## src/rtl/rl_lut_addr_gen_pkg.sv

```systemverilog
// Shared constants for the range-limited force LUT front end and the c1/c0 LUT wrappers.
// Also holds the IEEE-754 single-precision field layout used by the decode stage.
package rl_lut_addr_gen_pkg;

    localparam int DEF_SEGMENT_NUM = 14;
    localparam int DEF_BIN_NUM     = 256;
    localparam int DEF_BIN_WIDTH   = $clog2(DEF_BIN_NUM);
    localparam int DEF_EXP_MIN     = 115;
    localparam int DEF_ADDR_WIDTH  = 12;
    localparam int DEF_LUT_LATENCY = 1;
    localparam int DEF_CNT_WIDTH   = 32;
    localparam int LUT_DEPTH       = DEF_SEGMENT_NUM * DEF_BIN_NUM;

    typedef struct packed {
        logic        sign;
        logic [7:0]  exp;
        logic [22:0] mant;
    } f32_t;

endpackage

```

## src/rtl/rl_lut_addr_gen_if.sv

```systemverilog
// Sample stream in, LUT read port and aligned sample stream out of the LUT address generator.
// The generator takes the slave side; a driver/monitor takes the master side.
interface rl_lut_addr_gen_if #(
    parameter int ADDR_WIDTH = 12
);
    logic                  r2_valid;
    logic [31:0]           r2;
    logic [ADDR_WIDTH-1:0] lut_address;
    logic                  lut_rden;
    logic [31:0]           r2_out;
    logic                  valid_out;
    logic                  oor_out;

    modport master (
        output r2_valid, r2,
        input  lut_address, lut_rden, r2_out, valid_out, oor_out
    );

    modport slave (
        input  r2_valid, r2,
        output lut_address, lut_rden, r2_out, valid_out, oor_out
    );
endinterface

```

## src/rtl/rl_valid_delay.sv

```systemverilog
// Valid-qualified shift register: data only advances alongside a valid bit, so the
// payload holds its last value across bubbles instead of toggling.
module rl_valid_delay #(
    parameter int WIDTH = 8,
    parameter int DEPTH = 1
) (
    input  logic             clk,
    input  logic             rst_n,
    input  logic             i_valid,
    input  logic [WIDTH-1:0] i_data,
    output logic             o_valid,
    output logic [WIDTH-1:0] o_data
);

    generate
        if (DEPTH == 0) begin : g_bypass
            assign o_valid = i_valid;
            assign o_data  = i_data;
        end else begin : g_shift
            logic [DEPTH-1:0] r_valid;
            logic [WIDTH-1:0] r_data [DEPTH];

            // NOTE: the payload stages are reset too, because the aligned sample is a
            // block output that must read 0 straight out of reset, not just its valid.
            always_ff @(posedge clk or negedge rst_n) begin
                if (!rst_n) begin
                    r_valid <= '0;
                    for (int i = 0; i < DEPTH; i++) begin
                        r_data[i] <= '0;
                    end
                end else begin
                    r_valid[0] <= i_valid;
                    if (i_valid) begin
                        r_data[0] <= i_data;
                    end
                    for (int i = 1; i < DEPTH; i++) begin
                        r_valid[i] <= r_valid[i-1];
                        if (r_valid[i-1]) begin
                            r_data[i] <= r_data[i-1];
                        end
                    end
                end
            end

            assign o_valid = r_valid[DEPTH-1];
            assign o_data  = r_data[DEPTH-1];
        end
    endgenerate

endmodule

```

## src/rtl/rl_lut_addr_gen.sv

```systemverilog
// Decodes a single-precision r2 into a {segment, bin} coefficient LUT address, flags
// out-of-range samples, aligns r2 with the LUT q and keeps in/out-of-range statistics.
module rl_lut_addr_gen
    import rl_lut_addr_gen_pkg::*;
#(
    parameter int SEGMENT_NUM = DEF_SEGMENT_NUM,
    parameter int BIN_NUM     = DEF_BIN_NUM,
    parameter int EXP_MIN     = DEF_EXP_MIN,
    parameter int ADDR_WIDTH  = DEF_ADDR_WIDTH,
    parameter int LUT_LATENCY = DEF_LUT_LATENCY,
    parameter int CNT_WIDTH   = DEF_CNT_WIDTH
) (
    input  logic                 clk,
    input  logic                 rst_n,
    input  logic                 cnt_clr,
    rl_lut_addr_gen_if.slave     bus,
    output logic [CNT_WIDTH-1:0] cnt_inrange,
    output logic [CNT_WIDTH-1:0] cnt_oor
);

    localparam int         BIN_WIDTH = $clog2(BIN_NUM);
    localparam int         SEG_WIDTH = $clog2(SEGMENT_NUM);
    localparam logic [7:0] EXP_LO    = 8'(EXP_MIN);
    localparam logic [7:0] EXP_HI    = 8'(EXP_MIN + SEGMENT_NUM);

    f32_t                  w_in;
    logic                  w_in_oor;
    logic [SEG_WIDTH-1:0]  w_seg;
    logic [ADDR_WIDTH-1:0] w_in_addr;

    // Sign, zero/denormal (exp below segment 0) and Inf/NaN (exp above the cutoff) all land here.
    assign w_in      = f32_t'(bus.r2);
    assign w_in_oor  = w_in.sign | (w_in.exp < EXP_LO) | (w_in.exp >= EXP_HI);
    assign w_seg     = SEG_WIDTH'(w_in.exp - EXP_LO);
    assign w_in_addr = ADDR_WIDTH'({w_seg, w_in.mant[22 -: BIN_WIDTH]});

    logic                  r_s1_valid, r_s1_oor;
    logic [31:0]           r_s1_r2;
    logic [ADDR_WIDTH-1:0] r_s1_addr;

    // NOTE: every clocked process uses non-blocking assignments so all stages sample
    // the pre-edge values of their neighbours regardless of evaluation order.
    always_ff @(posedge clk or negedge rst_n) begin
        if (!rst_n) begin
            r_s1_valid <= 1'b0;
            r_s1_oor   <= 1'b0;
            r_s1_r2    <= '0;
            r_s1_addr  <= '0;
        end else begin
            r_s1_valid <= bus.r2_valid;
            if (bus.r2_valid) begin
                r_s1_r2   <= w_in;
                r_s1_oor  <= w_in_oor;
                r_s1_addr <= w_in_oor ? '0 : w_in_addr;
            end
        end
    end

    logic                  r_s2_valid, r_s2_oor, r_s2_rden;
    logic [31:0]           r_s2_r2;
    logic [ADDR_WIDTH-1:0] r_s2_addr;

    always_ff @(posedge clk or negedge rst_n) begin
        if (!rst_n) begin
            r_s2_valid <= 1'b0;
            r_s2_oor   <= 1'b0;
            r_s2_rden  <= 1'b0;
            r_s2_r2    <= '0;
            r_s2_addr  <= '0;
        end else begin
            r_s2_valid <= r_s1_valid;
            r_s2_rden  <= r_s1_valid & ~r_s1_oor;
            if (r_s1_valid) begin
                r_s2_oor  <= r_s1_oor;
                r_s2_r2   <= r_s1_r2;
                r_s2_addr <= r_s1_addr;
            end
        end
    end

    assign bus.lut_address = r_s2_addr;
    assign bus.lut_rden    = r_s2_rden;

    logic [32:0] w_out_data;

    rl_valid_delay #(
        .WIDTH (33),
        .DEPTH (LUT_LATENCY)
    ) u_align (
        .clk     (clk),
        .rst_n   (rst_n),
        .i_valid (r_s2_valid),
        .i_data  ({r_s2_oor, r_s2_r2}),
        .o_valid (bus.valid_out),
        .o_data  (w_out_data)
    );

    assign {bus.oor_out, bus.r2_out} = w_out_data;

    logic [CNT_WIDTH-1:0] r_cnt_inrange, r_cnt_oor;

    // Clear wins over a same-cycle increment; both counters stick at all-ones.
    always_ff @(posedge clk or negedge rst_n) begin
        if (!rst_n) begin
            r_cnt_inrange <= '0;
            r_cnt_oor     <= '0;
        end else if (cnt_clr) begin
            r_cnt_inrange <= '0;
            r_cnt_oor     <= '0;
        end else if (bus.r2_valid) begin
            if (!w_in_oor && !(&r_cnt_inrange)) begin
                r_cnt_inrange <= r_cnt_inrange + CNT_WIDTH'(1);
            end
            if (w_in_oor && !(&r_cnt_oor)) begin
                r_cnt_oor <= r_cnt_oor + CNT_WIDTH'(1);
            end
        end
    end

    assign cnt_inrange = r_cnt_inrange;
    assign cnt_oor     = r_cnt_oor;

endmodule

```

## src/flat_wrapper.sv

```systemverilog
// flat-port wrapper written by rule: the top's interface ports become plain ports
module rl_lut_addr_gen_flat import rl_lut_addr_gen_pkg::*;
#(
    parameter int SEGMENT_NUM = DEF_SEGMENT_NUM,
    parameter int BIN_NUM     = DEF_BIN_NUM,
    parameter int EXP_MIN     = DEF_EXP_MIN,
    parameter int ADDR_WIDTH  = DEF_ADDR_WIDTH,
    parameter int LUT_LATENCY = DEF_LUT_LATENCY,
    parameter int CNT_WIDTH   = DEF_CNT_WIDTH
)
  (clk, rst_n, cnt_clr, cnt_inrange, cnt_oor, bus_r2_valid, bus_r2, bus_lut_address, bus_lut_rden, bus_r2_out, bus_valid_out, bus_oor_out);
  rl_lut_addr_gen_if #(.ADDR_WIDTH(ADDR_WIDTH)) bus_i ();
  input  logic clk;
  input  logic rst_n;
  input  logic cnt_clr;
  output logic [CNT_WIDTH-1:0] cnt_inrange;
  output logic [CNT_WIDTH-1:0] cnt_oor;
  input wire logic [$bits(bus_i.r2_valid)-1:0] bus_r2_valid;
  input wire logic [$bits(bus_i.r2)-1:0] bus_r2;
  output wire logic [$bits(bus_i.lut_address)-1:0] bus_lut_address;
  output wire logic [$bits(bus_i.lut_rden)-1:0] bus_lut_rden;
  output wire logic [$bits(bus_i.r2_out)-1:0] bus_r2_out;
  output wire logic [$bits(bus_i.valid_out)-1:0] bus_valid_out;
  output wire logic [$bits(bus_i.oor_out)-1:0] bus_oor_out;
  assign bus_i.r2_valid = bus_r2_valid;
  assign bus_i.r2 = bus_r2;
  assign bus_lut_address = bus_i.lut_address;
  assign bus_lut_rden = bus_i.lut_rden;
  assign bus_r2_out = bus_i.r2_out;
  assign bus_valid_out = bus_i.valid_out;
  assign bus_oor_out = bus_i.oor_out;
  rl_lut_addr_gen #(.SEGMENT_NUM(SEGMENT_NUM), .BIN_NUM(BIN_NUM), .EXP_MIN(EXP_MIN), .ADDR_WIDTH(ADDR_WIDTH), .LUT_LATENCY(LUT_LATENCY), .CNT_WIDTH(CNT_WIDTH)) u_core (.clk(clk), .rst_n(rst_n), .cnt_clr(cnt_clr), .bus(bus_i), .cnt_inrange(cnt_inrange), .cnt_oor(cnt_oor));
endmodule
```

## config.mk

```make
export PLATFORM = sky130hd
export DESIGN_NAME = rl_lut_addr_gen_flat
export DESIGN_NICKNAME = d
export VERILOG_FILES = /design/src/rtl/rl_lut_addr_gen_pkg.sv /design/src/rtl/rl_lut_addr_gen_if.sv /design/src/rtl/rl_valid_delay.sv /design/src/rtl/rl_lut_addr_gen.sv /design/src/flat_wrapper.sv
export SDC_FILE = /design/constraint.sdc
export NUM_CORES = 1
export LEC_CHECK = 0
export BUFFER_PORTS_ARGS = -buffer_cell sky130_fd_sc_hd__clkbuf_2
export CELL_PAD_IN_SITES_DETAIL_PLACEMENT = 1
export CELL_PAD_IN_SITES_GLOBAL_PLACEMENT = 2
export CORE_MARGIN = 2
export CORE_UTILIZATION = 33
export CTS_CLUSTER_DIAMETER = 60
export DETAILED_ROUTE_END_ITERATION = 16
export PLACE_DENSITY_LB_ADDON = 0.1
export SLEW_MARGIN = 25
export SYNTH_ARGS = -nofsm -noshare
export SYNTH_HDL_FRONTEND = slang
export SYNTH_SLANG_ARGS = --single-unit
```

## constraint.sdc

```tcl
create_clock -name clk -period 2.1 [get_ports clk]
set_input_delay 0 -clock clk [delete_from_list [all_inputs] [get_ports clk]]
set_output_delay 0 -clock clk [all_outputs]
set_load 0.03 [all_outputs]
```

== After elaboration in Yosys (flattened, before gate mapping) ==
Index checks and enable logic that the tools add are counted.
Operators by class
  add/sub/neg operators: 3
  $lt $le $gt $ge: 2
  multiplexer cells: 7
  bitwise logic cells: 4
  reduce and logical (&&, ||, !) cells: 12
Operator list (count)
  $mux W32: 6
  $add A32 B1 Y32 const B: 2
  $reduce_and A32 Y1: 2
  $mux W12: 1
  $ge A8 B8 Y1 const B: 1
  $lt A8 B7 Y1 const B: 1
  $reduce_bool A2 Y1: 3
  $reduce_and A2 Y1: 2
  $sub A4 B2 Y4 const B: 1
  $logic_not A1 Y1: 3
  $logic_and A1 B1 Y1: 2
  $or A1 B1 Y1: 2
  $and A1 B1 Y1: 1
  $not A1 Y1: 1
Storage, ports and cells
  register bits after elaboration: 191
  input port bits: 36
  output and inout port bits: 111
  logic and storage cells: 41

== Depth between registers and ports, before layout ==
  depth after elaboration: 8
  mapped depth: 9
  gate-level depth less buffers: 8

== Modules after synthesis ==
A second synthesis with hierarchy kept.
Second synthesis, totals
  cells, all modules: 692
  area total of the unflattened synthesis: 8441.8 um2
Modules (own cells, without submodules)
  rl_lut_addr_gen: times used 1, cells an instance 621, area each 7035.5 um2, seq. area each 3928.8 um2
  rl_valid_delay: times used 1, cells an instance 71, area each 1406.3 um2, seq. area each 850.8 um2

== Worst setup path after synthesis ==
Ideal clock, no wire load.
  path kind: flip-flop to flip-flop
  from: register u_core.r_cnt_oor[0], in the netlist u_core.cnt_oor[0]
  to: register u_core.r_cnt_oor[20], in the netlist u_core.cnt_oor[20]
  setup time: 0.127 ns
  arrival: 2.117 ns
  required time: 1.973 ns
  slack: -0.144 ns
  stages on the path, launching flop included: 8
  cells stage by stage: dfrtp_1 ha_1 nand2_1 or3_1 a211oi_2 and3_1 nand3_1 mux2_1
Between the ends
  word-level cells in the longest chain between the ends: 5
  elaborated cells on any way between the ends: 9
  classes of those cells: 1 x add/sub; 3 x mux; 5 x reduce/logical
Ends and longest elaborated chain
  start, declared: line rl_lut_addr_gen.sv:100  | logic [CNT_WIDTH-1:0] r_cnt_inrange, r_cnt_oor;
  start signal, assigned: line rl_lut_addr_gen.sv:115  | r_cnt_oor <= r_cnt_oor + CNT_WIDTH'(1);
  parallel branches: the longest is 5 deep, another holds $add A32 B1 Y32
Several ways; the timed one is not identified. The select of a mux whose other input is x is not followed.
A chain may end at the register's enable or synchronous reset.

== Worst setup path in the final report ==
  from: register u_core.r_cnt_oor[0], in the netlist u_core.cnt_oor[0]
  to: register u_core.r_cnt_oor[26], in the netlist u_core.cnt_oor[26]
Same word-level chain as after synthesis.

==> metrics.txt <==
number of buffers created by CTS=17; Slew Limit Fails=0; placed insts=1185; FMAX=around 490 MHz; layout cells sized above 1=a little over two fifths; final setup fails=0; via count=6117; RSZ-0062 raised after global routing=yes; Clock Skew=0.0177 ns; Die Ht=~160 µm; Clock Path Buffers=2; CTS tree=done; most common cell in the netlist=dfrtp_1; area leader, netlist=dfrtp_1; first-pass GRT wire length=about 36000 µm; vias in the first global route=slightly below 7000; # IOs=~150; post-layout util=approximately 45%; biggest area contributors in the synthesized netlist=dfrtp_1 (58%), mux2_2 (14%), xor2_1 (3.1%); number of max-cap violations=0; initial antenna violation count=0; final setup TNS=0 ns; outcome=finished, final reports clean; GRT overflow=0; Clock Tree Root=clkbuf_16; final WL=about 22000 µm; final std cells w/o fill=around 1300; crit path time final=roughly 2 ns; Initial Utilization=about a third; Worst-path clk slew=approximately 0.090 ns; crit path kind=flip-flop to flip-flop; CP cell instances=ha_4, nand2_2, or3_1, a211oi_2, and4_4, nand4_1, mux2_2; worst-path fanout max=4; slowest CP cell=dfrtp_2; largest net degree at the start of global routing=73; post-route clock period utilization=between 90 and 100%; Req. time, crit path=2.44 ns; async set-reset flop share out of synthesis=100%; Layout area overhead=33.5%; post-route ant nets=0; DR WL/cell=roughly 17 µm; syn nets=720; Mapped Area=8170 µm²; CP Data Arrival Time=2.37 ns; die area=roughly 26000 µm²; clk_lat worst skew=about 0.44 ns; LEAKAGE=approximately 0.0050 µW; Worst VDD drop=0.389 mV; HP Class=input pin to flip-flop; Largest stage delay, worst path=about 0.40 ns; Diodes inserted=0; row count=57; Power, Total=around 8500 µW; DRT iter0 DRCs=162; Netlist cell types=38; final net count=963; Final Hold Viols=0; Synth Warn #=0; Commonest cells post-synth=dfrtp_1 (191), mux2_2 (105), nor2_1 (55), nand3_1 (30), nand4_1 (30); register area share after synthesis=between 50% and 60%; gpl congestion=between 0.7 and 0.8; PD cells=just under 800 nW/µm²; top-area cell type share of the netlist area=~58%; Vias/cell=roughly 4.9; ys flop type=dfrtp_1; Worst setup EP type=flip-flop; Rel. slew slack=between 40 and 50%; Final Hold Slack=approximately 0.062 ns; port bufs=146; Die X=about 160 µm; DR pass1 iterations=4; Synth Register Bits=about 190; Avg Cell Area, Syn=about 12 µm²; GRT Util Overall=between 10% and 20%; Post-synth EDFFs=0; Worst Setup Start Kind=flip-flop; clk sinks=around 190; HPWL after DPL=15100 µm; Worst Tran Pin Value=between 0.8 and 0.9 ns; Core Region=between 20000 and 25000 µm²; Synth Instances=between 600 and 700; H-tree Lvls=4; DRC=0
power by group:
group	internal [µW]	switching, µW	leakage, µW
registers	3960	156	0.00243
clock network	1660	1660	0.000299
logic	436	620	0.00229
total	6060	2430	0.00501
timing repair:
action	CTS	global route
resized for setup	1	23
endpoints found under the setup margin	1	50
hold buffers	34	0
buffers inserted	0	8
hold endpoints to repair	108	0
pin swaps	0	14
critical path: cells and delay by family, from the launching register on:
kind                       cells  cell delay (ns)
AOI/OAI and AO/OA              1             0.30
and+or+nand+nor                4             0.83
adders and majority gates      1             0.15
muxes                          1             0.28
DFF                            1             0.40
placed cells by master, fill, tap and decap left out, types with 2 or more instances in the layout:
cell | synthesis | layout
and4_1 | 3 | 2
nand2_1 | 29 | 28
xnor2_1 | 7 | 7
nand3_1 | 30 | 25
and2_1 | 3 | 3
nor2_1 | 55 | 55
mux2_4 | 0 | 3
buf_12 | 0 | 5
or4_1 | 7 | 6
nand3_2 | 0 | 5
buf_6 | 0 | 2
a22o_1 | 2 | 2
buf_4 | 1 | 69
mux2_2 | 105 | 105
clkbuf_16 | 0 | 17
a21oi_1 | 25 | 23
a21oi_2 | 0 | 2
dlygate4sd3_1 | 0 | 34
dfrtp_1 | 191 | 184
nor4b_2 | 1 | 2
nor2b_1 | 9 | 8
o31ai_1 | 9 | 9
xor2_1 | 29 | 29
and3_1 | 17 | 15
clkbuf_8 | 0 | 2
clkbuf_2 | 0 | 145
nor3_1 | 5 | 5
inv_1 | 21 | 21
o21ai_0 | 23 | 23
o2bb2ai_1 | 9 | 9
inv_6 | 0 | 5
ha_1 | 5 | 3
dfrtp_2 | 0 | 7
clkinv_8 | 0 | 6
or3_1 | 19 | 19
inv_12 | 0 | 2
nand4_1 | 30 | 30
cell type report:
class	instances	area, µm²
flip-flops and latches	191	4790
inverters	21	78.8
clock inverters	14	183
well taps	324	405
clock buffers	18	439
repair buffers	256	1720
multi-input cells	435	3300
fillers	2606	13400
cell families (layout without fill, tap and decap cells):
| logic type | count (synthesis) | count (layout) | synth area share (%) |
|---|---|---|---|
| fa+ha+maj | 5 | 5 | 0.765 |
| mux | 109 | 109 | 15.0 |
| simple gates | 213 | 213 | 13.8 |
| compound gates | 72 | 72 | 5.62 |
| flops | 191 | 191 | 58.5 |
| buf+inv | 53 | 309 | 2.53 |
| xor+xnor | 36 | 36 | 3.86 |
stage by stage:
step	setup WS [ns]	area (µm²)
floorplan	0.00949	8190
CTS	0.0115	10700
finish	0.0626	10900
global route	-0.0502	10900
detailed placement	-0.211	9780
global placement	-0.166	9780
registers in the layout, indices dropped and copies added, names as in the netlist:
register and cells:
u_core.bus.lut_address 12, u_core.r_s2_r2 32, u_core.bus.lut_rden 1, u_core.r_s1_r2 32, u_core.r_s2_valid 1, u_core.r_s1_addr 12
u_core.r_s1_valid 1, u_core.cnt_inrange 32, u_core.cnt_oor 32, u_core.u_align.o_data 33, u_core.r_s1_oor 1, u_core.u_align.o_valid 1
u_core.r_s2_oor 1
metal layers:
metal | share of wire [%] | up-vias | track usage [%]
li1 | - | 2893 | -
met3 | 4.5 | 20 | 3.95
met5 | 0 | - | 0
met1 | 46 | 3102 | 22.4
met2 | 49 | 102 | 29.8
met4 | 0.98 | 0 | 4.14
path summary, 6_finish.rpt:
path / start / end / slack [ns] / cells past startpoint
worst max-delay path: u_core.cnt_oor[0] / u_core.cnt_oor[26] / 0.06 / 7
worst min-delay path: bus_r2[25] / u_core.r_s1_addr[10] / 0.06 / 4
worst max register to register: u_core.cnt_oor[0] / u_core.cnt_oor[26] / 0.06 / 7
worst min register to register: u_core.r_s1_addr[0] / u_core.r_s1_addr[0] / 0.50 / 1
max in group asynchronous: rst_n / u_core.r_s2_r2[4] / 1.26 / 3
min in group asynchronous: rst_n / u_core.u_align.o_data[22] / 0.15 / 2
No activity file was read; power rests on OpenSTA's default activity.
